File: config.mk
export PLATFORM = sky130hd
export DESIGN_NAME = rop_logic_sched_flat
export DESIGN_NICKNAME = d
export VERILOG_FILES = /design/src/rtl/rop_logic_sched_if.sv /design/src/rtl/rop_logic_sched.sv /design/src/flat_wrapper.sv
export SDC_FILE = /design/constraint.sdc
export NUM_CORES = 1
export LEC_CHECK = 0
export CORE_UTILIZATION = 35
export CTS_CLUSTER_SIZE = 8
export DETAILED_ROUTE_END_ITERATION = 8
export GPL_ROUTABILITY_DRIVEN = 0
export GPL_TIMING_DRIVEN = 0
export PLACE_DENSITY = 0.77
export SLEW_MARGIN = 20
export SYNTH_ARGS = -nofsm -noshare
export SYNTH_HDL_FRONTEND = slang
export SYNTH_SLANG_ARGS = --single-unit
export TNS_END_PERCENT = 10
File: constraint.sdc
create_clock -name clk -period 1.75 [get_ports clk]
set_clock_uncertainty 0.05 [all_clocks]
set_input_delay 0.35 -clock clk [delete_from_list [all_inputs] [get_ports clk]]
set_output_delay 0.35 -clock clk [all_outputs]
set_load 0.02 [all_outputs]
File: src/rtl/rop_logic_sched_if.sv
// Fragment, memory and logic-op unit signals of the ROP logic-op sequencer.
// The master modport is the sequencer; the slave modport is its environment.
interface rop_logic_sched_if #(
    parameter int ADDRW = 32
);
    logic             req_valid;
    logic             req_ready;
    logic [ADDRW-1:0] req_addr;
    logic [31:0]      req_color;
    logic [3:0]       req_mask;
    logic [3:0]       req_op;

    logic             mem_rd_valid;
    logic             mem_rd_ready;
    logic [ADDRW-1:0] mem_rd_addr;
    logic             mem_rsp_valid;
    logic [31:0]      mem_rsp_data;

    logic             lop_enable;
    logic [3:0]       lop_op;
    logic [31:0]      lop_src;
    logic [31:0]      lop_dst;
    logic [31:0]      lop_color;

    logic             mem_wr_valid;
    logic             mem_wr_ready;
    logic [ADDRW-1:0] mem_wr_addr;
    logic [31:0]      mem_wr_data;
    logic [3:0]       mem_wr_byteen;

    modport master (
        input  req_valid, req_addr, req_color, req_mask, req_op,
        output req_ready,
        output mem_rd_valid, mem_rd_addr,
        input  mem_rd_ready, mem_rsp_valid, mem_rsp_data,
        output lop_enable, lop_op, lop_src, lop_dst,
        input  lop_color,
        output mem_wr_valid, mem_wr_addr, mem_wr_data, mem_wr_byteen,
        input  mem_wr_ready
    );

    modport slave (
        output req_valid, req_addr, req_color, req_mask, req_op,
        input  req_ready,
        input  mem_rd_valid, mem_rd_addr,
        output mem_rd_ready, mem_rsp_valid, mem_rsp_data,
        input  lop_enable, lop_op, lop_src, lop_dst,
        output lop_color,
        input  mem_wr_valid, mem_wr_addr, mem_wr_data, mem_wr_byteen,
        output mem_wr_ready
    );
endinterface

File: src/rtl/rop_logic_sched.sv
// ROP logic-op sequencer: accepts one fragment, optionally reads the destination,
// runs the logic-op unit for LATENCY cycles and writes the masked result back.
//
// state      | meaning
// -----------+------------------------------------------------------------
// ST_IDLE    | ready for a fragment; skip fragments retire here directly
// ST_RD_REQ  | destination read request outstanding
// ST_RD_WAIT | read accepted, waiting for response data
// ST_EXEC    | logic-op unit enabled, LATENCY cycles
// ST_WR      | write-back request outstanding
module rop_logic_sched #(
    parameter int ADDRW   = 32,
    parameter int LATENCY = 1
) (
    input  logic              clk,
    input  logic              reset,
    rop_logic_sched_if.master bus,
    output logic              busy,
    output logic [31:0]       frag_count,
    output logic              err
);
    typedef enum logic [2:0] {
        ST_IDLE,
        ST_RD_REQ,
        ST_RD_WAIT,
        ST_EXEC,
        ST_WR
    } state_t;

    localparam logic [3:0] OP_CLEAR    = 4'd0;
    localparam logic [3:0] OP_COPY     = 4'd3;
    localparam logic [3:0] OP_NOOP     = 4'd5;
    localparam logic [3:0] OP_COPY_INV = 4'd12;
    localparam logic [3:0] OP_SET      = 4'd15;
    localparam logic [2:0] EXEC_LAST   = 3'(LATENCY - 1);

    state_t           state_q, state_d;
    logic [ADDRW-1:0] addr_q, addr_d;
    logic [31:0]      color_q, color_d;
    logic [31:0]      dst_q, dst_d;
    logic [3:0]       op_q, op_d;
    logic [3:0]       mask_q, mask_d;
    logic [2:0]       cnt_q, cnt_d;
    logic [31:0]      frag_count_q, frag_count_d;
    logic             err_q, err_d;

    logic accept;
    logic skip;
    logic no_read;

    assign accept  = bus.req_valid && (state_q == ST_IDLE);
    assign skip    = (bus.req_mask == 4'd0) || (bus.req_op == OP_NOOP);
    assign no_read = (bus.req_op == OP_CLEAR) || (bus.req_op == OP_COPY) ||
                     (bus.req_op == OP_COPY_INV) || (bus.req_op == OP_SET);

    always_comb begin
        state_d      = state_q;
        addr_d       = addr_q;
        color_d      = color_q;
        dst_d        = dst_q;
        op_d         = op_q;
        mask_d       = mask_q;
        cnt_d        = cnt_q;
        frag_count_d = frag_count_q;
        err_d        = err_q;

        case (state_q)
            ST_IDLE: begin
                if (accept) begin
                    if (skip) begin
                        frag_count_d = frag_count_q + 32'd1;
                    end else begin
                        addr_d  = bus.req_addr;
                        color_d = bus.req_color;
                        op_d    = bus.req_op;
                        mask_d  = bus.req_mask;
                        dst_d   = 32'd0;
                        cnt_d   = 3'd0;
                        state_d = no_read ? ST_EXEC : ST_RD_REQ;
                    end
                end
            end
            ST_RD_REQ: begin
                if (bus.mem_rd_ready) begin
                    state_d = ST_RD_WAIT;
                end
            end
            ST_RD_WAIT: begin
                if (bus.mem_rsp_valid) begin
                    dst_d   = bus.mem_rsp_data;
                    cnt_d   = 3'd0;
                    state_d = ST_EXEC;
                end
            end
            ST_EXEC: begin
                if (cnt_q == EXEC_LAST) begin
                    state_d = ST_WR;
                end else begin
                    cnt_d = cnt_q + 3'd1;
                end
            end
            ST_WR: begin
                if (bus.mem_wr_ready) begin
                    frag_count_d = frag_count_q + 32'd1;
                    state_d      = ST_IDLE;
                end
            end
            default: state_d = ST_IDLE;
        endcase

        // Responses are only expected while waiting for one; anything else is sticky.
        if (bus.mem_rsp_valid && (state_q != ST_RD_WAIT)) begin
            err_d = 1'b1;
        end
    end

    always_ff @(posedge clk or negedge reset) begin
        if (!reset) begin
            state_q      <= ST_IDLE;
            addr_q       <= '0;
            color_q      <= '0;
            dst_q        <= '0;
            op_q         <= '0;
            mask_q       <= '0;
            cnt_q        <= '0;
            frag_count_q <= '0;
            err_q        <= 1'b0;
        end else begin
            state_q      <= state_d;
            addr_q       <= addr_d;
            color_q      <= color_d;
            dst_q        <= dst_d;
            op_q         <= op_d;
            mask_q       <= mask_d;
            cnt_q        <= cnt_d;
            frag_count_q <= frag_count_d;
            err_q        <= err_d;
        end
    end

    assign bus.req_ready     = (state_q == ST_IDLE);
    assign bus.mem_rd_valid  = (state_q == ST_RD_REQ);
    assign bus.mem_rd_addr   = addr_q;
    assign bus.lop_enable    = (state_q == ST_EXEC);
    assign bus.lop_op        = op_q;
    assign bus.lop_src       = color_q;
    assign bus.lop_dst       = dst_q;
    assign bus.mem_wr_valid  = (state_q == ST_WR);
    assign bus.mem_wr_addr   = addr_q;
    assign bus.mem_wr_data   = bus.lop_color;
    assign bus.mem_wr_byteen = mask_q;

    assign busy       = (state_q != ST_IDLE);
    assign frag_count = frag_count_q;
    assign err        = err_q;
endmodule
File: src/flat_wrapper.sv
// flat-port wrapper written by rule: the top's interface ports become plain ports
module rop_logic_sched_flat 
#(
    parameter int ADDRW   = 32,
    parameter int LATENCY = 1
)
  (clk, reset, busy, frag_count, err, bus_req_valid, bus_req_addr, bus_req_color, bus_req_mask, bus_req_op, bus_req_ready, bus_mem_rd_valid, bus_mem_rd_addr, bus_mem_rd_ready, bus_mem_rsp_valid, bus_mem_rsp_data, bus_lop_enable, bus_lop_op, bus_lop_src, bus_lop_dst, bus_lop_color, bus_mem_wr_valid, bus_mem_wr_addr, bus_mem_wr_data, bus_mem_wr_byteen, bus_mem_wr_ready);
  rop_logic_sched_if #(.ADDRW(ADDRW)) bus_i ();
  input  logic clk;
  input  logic reset;
  output logic busy;
  output logic [31:0] frag_count;
  output logic err;
  input wire logic [$bits(bus_i.req_valid)-1:0] bus_req_valid;
  input wire logic [$bits(bus_i.req_addr)-1:0] bus_req_addr;
  input wire logic [$bits(bus_i.req_color)-1:0] bus_req_color;
  input wire logic [$bits(bus_i.req_mask)-1:0] bus_req_mask;
  input wire logic [$bits(bus_i.req_op)-1:0] bus_req_op;
  output wire logic [$bits(bus_i.req_ready)-1:0] bus_req_ready;
  output wire logic [$bits(bus_i.mem_rd_valid)-1:0] bus_mem_rd_valid;
  output wire logic [$bits(bus_i.mem_rd_addr)-1:0] bus_mem_rd_addr;
  input wire logic [$bits(bus_i.mem_rd_ready)-1:0] bus_mem_rd_ready;
  input wire logic [$bits(bus_i.mem_rsp_valid)-1:0] bus_mem_rsp_valid;
  input wire logic [$bits(bus_i.mem_rsp_data)-1:0] bus_mem_rsp_data;
  output wire logic [$bits(bus_i.lop_enable)-1:0] bus_lop_enable;
  output wire logic [$bits(bus_i.lop_op)-1:0] bus_lop_op;
  output wire logic [$bits(bus_i.lop_src)-1:0] bus_lop_src;
  output wire logic [$bits(bus_i.lop_dst)-1:0] bus_lop_dst;
  input wire logic [$bits(bus_i.lop_color)-1:0] bus_lop_color;
  output wire logic [$bits(bus_i.mem_wr_valid)-1:0] bus_mem_wr_valid;
  output wire logic [$bits(bus_i.mem_wr_addr)-1:0] bus_mem_wr_addr;
  output wire logic [$bits(bus_i.mem_wr_data)-1:0] bus_mem_wr_data;
  output wire logic [$bits(bus_i.mem_wr_byteen)-1:0] bus_mem_wr_byteen;
  input wire logic [$bits(bus_i.mem_wr_ready)-1:0] bus_mem_wr_ready;
  assign bus_i.req_valid = bus_req_valid;
  assign bus_i.req_addr = bus_req_addr;
  assign bus_i.req_color = bus_req_color;
  assign bus_i.req_mask = bus_req_mask;
  assign bus_i.req_op = bus_req_op;
  assign bus_req_ready = bus_i.req_ready;
  assign bus_mem_rd_valid = bus_i.mem_rd_valid;
  assign bus_mem_rd_addr = bus_i.mem_rd_addr;
  assign bus_i.mem_rd_ready = bus_mem_rd_ready;
  assign bus_i.mem_rsp_valid = bus_mem_rsp_valid;
  assign bus_i.mem_rsp_data = bus_mem_rsp_data;
  assign bus_lop_enable = bus_i.lop_enable;
  assign bus_lop_op = bus_i.lop_op;
  assign bus_lop_src = bus_i.lop_src;
  assign bus_lop_dst = bus_i.lop_dst;
  assign bus_i.lop_color = bus_lop_color;
  assign bus_mem_wr_valid = bus_i.mem_wr_valid;
  assign bus_mem_wr_addr = bus_i.mem_wr_addr;
  assign bus_mem_wr_data = bus_i.mem_wr_data;
  assign bus_mem_wr_byteen = bus_i.mem_wr_byteen;
  assign bus_i.mem_wr_ready = bus_mem_wr_ready;
  rop_logic_sched #(.ADDRW(ADDRW), .LATENCY(LATENCY)) u_core (.clk(clk), .reset(reset), .bus(bus_i), .busy(busy), .frag_count(frag_count), .err(err));
endmodule
==> results of run 1 <==
==> metrics by stage <==
step | instance area, µm² | util | std cells
floorplan | 6329 | - | 476
global placement | 9763 | 0.5625 | 1016
detailed placement | 9796 | 0.5644 | 1017
CTS | 10830 | 0.6238 | 1075
global route | 11090 | 0.6391 | 1092
finish | 11090 | 0.6392 | 1093
==> cells by family after synthesis <==
family	Yosys count
buffers and inverters	89
flip-flops	143
AND/OR/NAND/NOR	91
multiplexers	75
XOR/XNOR	33
adder cells (fa/ha/maj)	3
AO/OA/AOI/OAI	42
==> power breakdown <==
part           leakage (nW)  internal (mW)  total, mW  switching, mW
Combinational          3.33           5.09       9.82           4.73
Clock                 0.268           2.01       3.42           1.41
Sequential             1.78           4.62       5.47          0.850
Total                  5.39           11.7       18.7           6.99
==> Yosys cell counts (3+ instances only) <==
cell type	number
xor2_1	4
buf_4	64
inv_1	6
a22o_1	32
xnor2_1	29
buf_2	12
clkbuf_1	6
and4_1	3
mux2_2	61
mux2_1	12
ha_1	3
nand2_1	23
nand4_1	7
and3_1	7
nand3_1	17
nor2_1	9
and2_1	3
dfrtp_1	143
==> routing by layer <==
layer / wire length, µm / up-vias / share of wire / track usage
met5: 0 / - / 0 / 0
met4: 292 / 0 / 0.015 / 0.06055
met3: 1279 / 19 / 0.067 / 0.05612
met2: 9706 / 199 / 0.51 / 0.3390
met1: 7748 / 2554 / 0.41 / 0.2605
li1: - / 2376 / - / -
==> final cells by class <==
type | instances | area (µm²)
tap | 225 | 281.5
clock inverter | 11 | 107.6
fill | 1387 | 6262
sequential | 143 | 3591
buffer | 82 | 708.2
timing repair buffer | 358 | 3410
multi-input combinational | 244 | 2516
inverter | 6 | 22.52
antenna | 3 | 7.507
clock buffer | 21 | 450.4
==> worst paths after layout <==
check                                              startpoint                                      end  depth (start not counted)
worst max-delay path                            bus_req_op[1]         u_core.bus.lop_op[3]$_DFFE_PN0P_                          8
worst min-delay path                          bus_req_mask[0]  u_core.bus.mem_wr_byteen[0]$_DFFE_PN0P_                          2
worst max register to register  u_core.state_q[1]$_DFFE_PN0P_         u_core.bus.lop_op[3]$_DFFE_PN0P_                          7
worst min register to register         u_core.err$_DFFE_PN0P_                   u_core.err$_DFFE_PN0P_                          1
max in group asynchronous                               reset       u_core.bus.lop_src[22]$_DFFE_PN0P_                          3
min in group asynchronous                               reset        u_core.frag_count[25]$_DFFE_PN0P_                          2
==> sequential cells by signal, indices dropped and copies added, names as in the netlist <==
signal                    count
u_core.bus.lop_dst           32
u_core.bus.lop_src           32
u_core.bus.mem_rd_addr       32
u_core.frag_count            32
u_core.bus.lop_op             4
u_core.bus.mem_wr_byteen      4
u_core.cnt_q                  3
u_core.state_q                3
u_core.err                    1
==> critical path: stages <==
cell and delay, ns:
dlygate4sd2_1 0.30, and4bb_2 0.28, nor4b_4 0.29, and2_4 0.24
buf_12 0.18, buf_12 0.12, buf_16 0.12, mux2_4 0.30
==> repair_timing <==
item / 4_1_cts / 5_1_grt
gates resized for setup: 312 / 37
hold buffers: 1 / 0
endpoints found under the hold margin: 48 / 0
cloned: 7 / 0
pin swaps: 17 / 22
setup endpoints to repair: 315 / 140
setup buffers: 18 / 16
==> summary.txt, run 1 <==
HPWL after DPL: 13.18 mm
Min Hold Slack: 0.3473 ns
Row Count: 48
post-synthesis cell area: 6242 µm²
failing checks: setup timing
vias in the first global route: 5,025
WL final: 19.03 mm
TritonCTS buffer count: 17
Final ANT Viol Nets: 0
largest cells by area after synthesis: dfrtp_1 57%, mux2_2 11%, buf_4 7.7%
Net count, final: 997
Synth Net Count: 621
commonest non-fill, non-tap cell in the layout: dlygate4sd2_1
Die H: 135.5 µm
post-synthesis mux area share: 0.1349
GRT overflow: 0
post-synth top area cell: dfrtp_1
CP arrival: 2.17 ns
Yosys reg bits: 143
first-pass detailed-route iteration total: 4
RSZ-0062 raised after global routing: true
status: complete, but fails checks
initial antenna violation count: 2
Max clock buf depth: 2
global-route wire length before repair: 28.55 mm
MaxCap Viol Count: 0
setup TNS: -9.442 ns
Synth Area in XOR/XNOR: 0.04630
Initial Utilization: 0.3596
Slew Limit Fails: 0
type of the tightest min-delay check: in -> reg
TritonCTS clock tree: built
top cell type's share of synthesized area: 0.5733
clock period minus worst slack: 1.933 ns
most frequent cells in the layout: 144 x dlygate4sd2_1, 133 x dfrtp_1, 132 x clkdlybuf4s50_1
Max rail drop VDD: 0.0009538 V
io pins: 348
pwr/cell area: 1687 nW/µm²
Post-synth ARST share: 1.000
# port buffers: 315
vias after detailed routing: 5,148
die area: 18,370 µm²
Crit Path Max Fanout: 7
reg-to-reg slack, setup: -0.18 ns
crit path launch type: primary input
final-report setup violation count: 121
H-tree depth: 4
Setup Crit Path Kind: in -> reg
Post-Synth Adder-Cell Area: 0.006013
period utilization: 1.105
largest family of logic cells by synthesized area: multiplexers
Hold Fails Final Rpt: 0
CP Capture Type: flop
via/cell ratio: 4.710
P_leak: 5.386 nW
WL per Instance: 17.41 µm
Die Wd: 135.5 µm
Relative slew margins: 0.6750
clock tree root buffer cell: clkbuf_16
share of cells above drive strength 1: 0.3595
Post-Synth Simple-Gate Area: 0.08880
overall routing resource usage: 0.2049
fmax: 517.4 MHz
CTS sink cnt: 143
register area share after synthesis: 0.5733
PnR worst setup slack: -0.1829 ns
Starting DRT DRC Count: 165
main flop type after synthesis: dfrtp_1
Crit path required time: 1.99 ns
# DRC: 0
Synth Warn #: 0
clk_lat worst skew: 0.41 ns
Power, Total: 18.71 mW
largest net degree at the start of global routing: 96
Syn Area/Cell: 13.11 µm²
Post-synth EDFFs: 0
pre-CTS setup slack: -1.066 ns
core area: 17,360 µm²
Slew @ Worst Pin: 0.4781 ns
area growth from synthesis to layout: 77.73%
post-synthesis compound-gate area fraction: 0.05512
Worst-path clk slew: 0.06 ns
Synth cell types: 42
cells after synthesis: 476
Note: power is estimated with default switching activity, not from simulation.
==> run 2: changes to the inputs <==
--- a/config.mk
+++ b/config.mk
@@ -5,13 +5,13 @@
 export SDC_FILE = /design/constraint.sdc
 export NUM_CORES = 1
 export LEC_CHECK = 0
-export CORE_UTILIZATION = 35
+export ABC_AREA = 1
+export CORE_UTILIZATION = 37
 export CTS_CLUSTER_SIZE = 8
 export DETAILED_ROUTE_END_ITERATION = 8
 export GPL_ROUTABILITY_DRIVEN = 0
 export GPL_TIMING_DRIVEN = 0
 export PLACE_DENSITY = 0.77
-export SLEW_MARGIN = 20
 export SYNTH_ARGS = -nofsm -noshare
 export SYNTH_HDL_FRONTEND = slang
 export SYNTH_SLANG_ARGS = --single-unit
==> run 2 against run 1 <==
Compared with the run above:
- the run still ends with setup timing left
- count of clock-buffer cells in the layout fell by 4
- critical endpoint is now bus_mem_rd_valid
- critical path depth is 5 lower
- first-iteration DRC count grew 120%
- clock power grew 4%
- sequential share of layout area fell by 0.96 points
- final area up 2.9%
- hold slack better by 0.044 ns
- die area increased by 8.4%
- area after synthesis up 15%
==> summary.txt, run 2 <==
final-report setup violation count: 1
Row Count: 50
Gate power share: 0.495
type of the tightest min-delay check: in -> async
# fillers: 1,705
first-pass detailed-route iteration total: 5
core area: 18,830 µm²
overall routing resource usage: 0.2203
Starting DRT DRC Count: 358
post-synthesis cell area: 7163 µm²
via/cell ratio: 4.579
Max rail drop VDD: 0.0009926 V
Seq pwr share: 0.303
WL final: 21.98 mm
failing checks: setup timing
HPWL after DPL: 16.61 mm
Synth Net Count: 1,059
Synth cell types: 29
main flop type after synthesis: dfrtp_1
area growth from synthesis to layout: 59.30%
Placed Cells: 1,490
vias after detailed routing: 7,034
global-route wire length before repair: 34.00 mm
post-synth top area cell: dfrtp_1
Post-synth ARST share: 1.000
die area: 19,920 µm²
initial antenna violation count: 1
clock tree root buffer cell: clkbuf_16
TritonCTS clock tree: built
fmax: 561.9 MHz
io pins: 348
Max clock buf depth: 2
top-count cell post-synth: nand2_1
PnR worst setup slack: -0.02961 ns
Yosys reg bits: 143
period utilization: 1.017
# DRC: 0
setup TNS: -0.02961 ns
largest cells by area after synthesis: dfrtp_1 50%, nand2_1 19%, buf_4 7.3%
Crit path required time: 1.35 ns
Relative slew margins: 0.6617
clk_lat worst skew: 0.42 ns
pwr/cell area: 1550 nW/µm²
CP arrival: 1.38 ns
Min Hold Slack: 0.3915 ns
largest net degree at the start of global routing: 93
Slew Limit Fails: 0
Sw Share: 0.4224
Synth Warn #: 0
Setup Crit Path Kind: reg -> out
top cell type's share of synthesized area: 0.4996
status: complete, but fails checks
vias in the first global route: 6,735
GRT overflow: 0
clock power share: 0.202
Die Wd: 141.1 µm
RSZ-0062 raised after global routing: true
cells after synthesis: 914
Die H: 141.1 µm
register area share after synthesis: 0.4996
Worst-path clk slew: 0.07 ns
Post-synth EDFFs: 0
Syn Area/Cell: 7.837 µm²
Initial Utilization: 0.3804
WL per Instance: 14.31 µm
MaxCap Viol Count: 0
Hold Fails Final Rpt: 0
most frequent cells in the layout: 338 x nand2_1, 150 x dlygate4sd2_1, 139 x clkdlybuf4s50_1, 139 x dfrtp_1, 96 x buf_4
P_leak: 6.080 nW
n_diodes: 0
TritonCTS buffer count: 17
Final ANT Viol Nets: 0
Crit Path Max Fanout: 4
most instantiated cells after synthesis: 355 x nand2_1, 143 x dfrtp_1, 88 x nand3_1, 71 x inv_1, 70 x buf_4
commonest non-fill, non-tap cell in the layout: nand2_1
Cell Int Power: 10.22 mW
# port buffers: 315
clock period minus worst slack: 1.780 ns
crit path launch type: flop
non-filler cells, final: 1,536
Slew @ Worst Pin: 0.5066 ns
CTS sink cnt: 143
CP Capture Type: primary output
share of cells above drive strength 1: 0.1677
sw power: 7.472 mW
H-tree depth: 4
Net count, final: 1,408
## run 2: kinds of logic after synthesis
kind of cell	count (synthesis)	share of synthesized area
AOI/OAI and AO/OA	54	0.03860
and+or+nand+nor	531	0.3074
xor gates and xnor gates	9	0.01100
DFF	143	0.4996
buffers and inverters	174	0.1382
adders and majority gates	3	0.005241
## run 2: cell type report
class / count / area, µm² / area share
Inverter: 76 / 292.8 / 0.02566
Clock buffer: 17 / 425.4 / 0.03728
Clock inverter: 15 / 151.4 / 0.01327
Timing Repair Buffer: 331 / 3127 / 0.2740
Multi-Input combinational cell: 597 / 2744 / 0.2405
Tap cell: 260 / 325.3 / 0.02851
Buffer: 97 / 762.0 / 0.06678
Sequential cell: 143 / 3583 / 0.3140
## run 2: metal layers
layer | vias up | track usage | part of all wire
met5 | - | 0 | 0.00036
met4 | 2 | 0.07380 | 0.023
met3 | 34 | 0.06624 | 0.066
met2 | 234 | 0.3713 | 0.50
met1 | 3298 | 0.2677 | 0.41
li1 | 3466 | - | -
## run 2: final timing paths
check	start	to	slack (ns)	depth (start not counted)
worst max-delay path	u_core.state_q[1]$_DFFE_PN0P_	bus_mem_rd_valid	-0.03	3
worst min-delay path	reset	u_core.bus.mem_rd_addr[24]$_DFFE_PN0P_	0.39	2
worst max register to register	u_core.state_q[1]$_DFFE_PN0P_	u_core.bus.lop_src[26]$_DFFE_PN0P_	0.06	11
worst min register to register	u_core.err$_DFFE_PN0P_	u_core.err$_DFFE_PN0P_	0.40	1
max in group asynchronous	reset	u_core.state_q[1]$_DFFE_PN0P_	0.41	3
min in group clk	u_core.err$_DFFE_PN0P_	u_core.err$_DFFE_PN0P_	0.40	1
## run 2: stage by stage
step	power [mW]	area (µm²)	worst slack, ns	util
3_5_place_dp	14.55	10670	-0.5562	0.5666
5_1_grt	18.75	11410	-0.1048	0.6060
4_1_cts	17.36	11120	-0.2020	0.5906
2_1_floorplan	10.16	7163	0.04678	-
3_3_place_gp	14.36	10640	-5.644	0.5651
6_report	17.69	11410	-0.02961	0.6060
## run 2: worst max-delay path, cell delays in order, from the launching register on
cell and delay (ns):
dfrtp_2 0.43, buf_4 0.15, nor3_4 0.22, buf_6 0.16
## run 2: power by group through the flow
stage          sequential [mW]  clock, mW  combinational (mW)
2_1_floorplan             6.61          0                3.55
3_3_place_gp              5.36          0                9.00
3_5_place_dp              5.39          0                9.16
4_1_cts                   5.31       3.66                8.39
5_1_grt                   5.51       3.81                9.43
6_report                  5.36       3.57                8.76
## run 2: repair_timing
action	CTS	global route
buffers inserted	5	6
gates cloned	0	3
endpoints found under the setup margin	252	142
pin swaps	1	5
hold buffers	1	0
resized for setup	212	70
hold endpoints to repair	51	0
==> run 3: changes to the inputs <==
--- a/config.mk
+++ b/config.mk
@@ -6,12 +6,12 @@
 export NUM_CORES = 1
 export LEC_CHECK = 0
 export ABC_AREA = 1
-export CORE_UTILIZATION = 37
+export CORE_UTILIZATION = 41
 export CTS_CLUSTER_SIZE = 8
 export DETAILED_ROUTE_END_ITERATION = 8
 export GPL_ROUTABILITY_DRIVEN = 0
 export GPL_TIMING_DRIVEN = 0
-export PLACE_DENSITY = 0.77
+export PLACE_DENSITY = 0.81
 export SYNTH_ARGS = -nofsm -noshare
 export SYNTH_HDL_FRONTEND = slang
 export SYNTH_SLANG_ARGS = --single-unit
==> constraint.sdc (replaced) <==
create_clock -name clk -period 1.8 [get_ports clk]
set_clock_uncertainty 0.05 [all_clocks]
set_input_delay 0.36 -clock clk [delete_from_list [all_inputs] [get_ports clk]]
set_output_delay 0.36 -clock clk [all_outputs]
set_load 0.02 [all_outputs]
==> run 3 against run 2 <==
Compared with the run above:
- die area is 9.6% lower
- non-clock buffer count is 5 lower
- final cell count is 3.0% lower
- the flow still finishes with violations (setup timing)
- power is 2.5% lower
- final area is 1.7% lower
- clock power is 8.4% higher
- via count is 0.38% higher
- hold slack better by 0.0083 ns
- combinational power is 6.1% lower
- sequential power is 3.9% lower
- critical path depth is 1 higher
==> summary.txt, run 3 (synthesis gave the netlist of run 2 again) <==
status: complete, but fails checks
failing checks: setup timing
# DRC: 0
reg-to-reg slack, setup: 0.08 ns
clk_lat worst skew: 0.42 ns
Placed Cells: 1,450
WL final: 22.06 mm
TritonCTS buffer count: 17
Row Count: 47
vias after detailed routing: 7,061
clock tree root buffer cell: clkbuf_16
Die Wd: 134.2 µm
Gate power share: 0.477
overall routing resource usage: 0.2461
Net count, final: 1,403
Starting DRT DRC Count: 428
commonest non-fill, non-tap cell in the layout: nand2_1
clock power share: 0.224
# port buffers: 315
TritonCTS clock tree: built
CP Capture Type: primary output
post-layout util: 0.6669
GRT overflow: 0
WP buf/inv: 3
PnR worst setup slack: -0.03005 ns
RSZ-0062 raised after global routing: true
vias in the first global route: 6,832
io pins: 348
MaxCap Viol Count: 0
Slew Limit Fails: 0
global-route wire length before repair: 34.60 mm
Setup Crit Path Kind: reg -> out
initial antenna violation count: 0
CP arrival: 1.42 ns
Final ANT Viol Nets: 0
P_leak: 6.082 nW
Max rail drop VDD: 0.001072 V
pre-CTS setup slack: -0.5468 ns
Hold Fails Final Rpt: 0
area growth from synthesis to layout: 56.58%
die area: 18,000 µm²
clock period minus worst slack: 1.830 ns
H-tree depth: 4
Cell Int Power: 10.21 mW
crit path launch type: flop
cell class contributing the biggest share of worst-path delay: flip-flops
type of the tightest min-delay check: reg -> reg
CTS sink cnt: 143
fmax: 546.4 MHz
Worst path most repeated cell: buf_6
Max clock buf depth: 2
share of cells above drive strength 1: 0.1441
sw power: 7.043 mW
critical path's slowest cell: dfrtp_2
Initial Utilization: 0.4259
most frequent cells in the layout: 354 x nand2_1, 143 x dlygate4sd2_1, 141 x dfrtp_1
Relative slew margins: 0.6007
Sw Share: 0.4082
Worst-path clk slew: 0.06 ns
Crit path required time: 1.39 ns
non-filler cells, final: 1,490
Seq pwr share: 0.299
final-report setup violation count: 1
period utilization: 1.017
slowest stage delay, CP: 0.48 ns
Slew @ Worst Pin: 0.5990 ns
core area: 16,820 µm²
HPWL after DPL: 16.55 mm
Die H: 134.2 µm
first-pass detailed-route iteration total: 5
Crit Path Max Fanout: 4
via/cell ratio: 4.739
critical path cell sequence: buf_12 -> nor2_8 -> buf_6 -> buf_6
WL per Instance: 14.81 µm
largest net degree at the start of global routing: 84
Min Hold Slack: 0.3999 ns
pwr/cell area: 1538 nW/µm²
n_diodes: 0
setup TNS: -0.03005 ns
==> run 3: cell count changes in the layout (fill, tap and decap cells not counted), sizes merged <==
cell           delta
clkbuf            -6
clkinvlp          +2
bufinv            +4
inv               -8
buf               +2
clkinv            +1
clkdlybuf4s50     +1
dlygate4sd2       -7
dlymetal6s2s      +5
==> run 3: final timing paths <==
path / end / cells past startpoint / startpoint
min in group asynchronous: u_core.bus.mem_rd_addr[30]$_DFFE_PN0P_ / 2 / reset
max: bus_req_ready / 4 / u_core.state_q[2]$_DFFE_PN0P_
min: u_core.err$_DFFE_PN0P_ / 1 / u_core.err$_DFFE_PN0P_
max in group asynchronous: u_core.state_q[1]$_DFFE_PN0P_ / 3 / reset
min reg2reg: u_core.err$_DFFE_PN0P_ / 1 / u_core.err$_DFFE_PN0P_
max reg2reg: u_core.bus.lop_src[13]$_DFFE_PN0P_ / 9 / u_core.state_q[2]$_DFFE_PN0P_
==> run 3: layer usage <==
| metal | part of all wire | vias up | track usage |
|---|---|---|---|
| met5 | 0 | - | 0 |
| met4 | 0.024 | 0 | 0.09426 |
| met3 | 0.068 | 34 | 0.06538 |
| met2 | 0.51 | 258 | 0.4191 |
| met1 | 0.40 | 3302 | 0.2974 |
| li1 | - | 3467 | - |
==> run 3: power groups by stage <==
stage | combinational (mW) | sequential [mW] | clock, mW
4_1_cts | 8.18 | 5.15 | 3.92
5_1_grt | 8.84 | 5.29 | 4.06
3_3_place_gp | 8.72 | 5.20 | 0
3_5_place_dp | 8.90 | 5.22 | 0
2_1_floorplan | 3.45 | 6.43 | 0
6_report | 8.23 | 5.15 | 3.87
==> run 3: final cells by class <==
cell class / count / area, µm²
clock inverter: 14 / 217.7
buffer: 98 / 729.5
timing repair buffer: 325 / 3038
clock buffer: 17 / 425.4
sequential: 143 / 3581
tap: 220 / 275.3
multi-input combinational: 597 / 2661
fill: 1433 / 5603
inverter: 76 / 287.8
==> run 3: what timing repair did <==
item	in CTS	in global routing
buffers inserted	5	3
endpoints found under the hold margin	60	0
hold buffers	1	0
setup endpoints to repair	211	113
resized for setup	196	40
pin swaps	1	1
==> run 3: metrics by stage <==
| step | cell area [µm²] | total power, mW |
|---|---|---|
| 3_3_place_gp | 10590 | 13.92 |
| 4_1_cts | 11110 | 17.25 |
| 5_1_grt | 11220 | 18.19 |
| 2_1_floorplan | 7163 | 9.877 |
| 3_5_place_dp | 10620 | 14.12 |
| 6_report | 11220 | 17.25 |
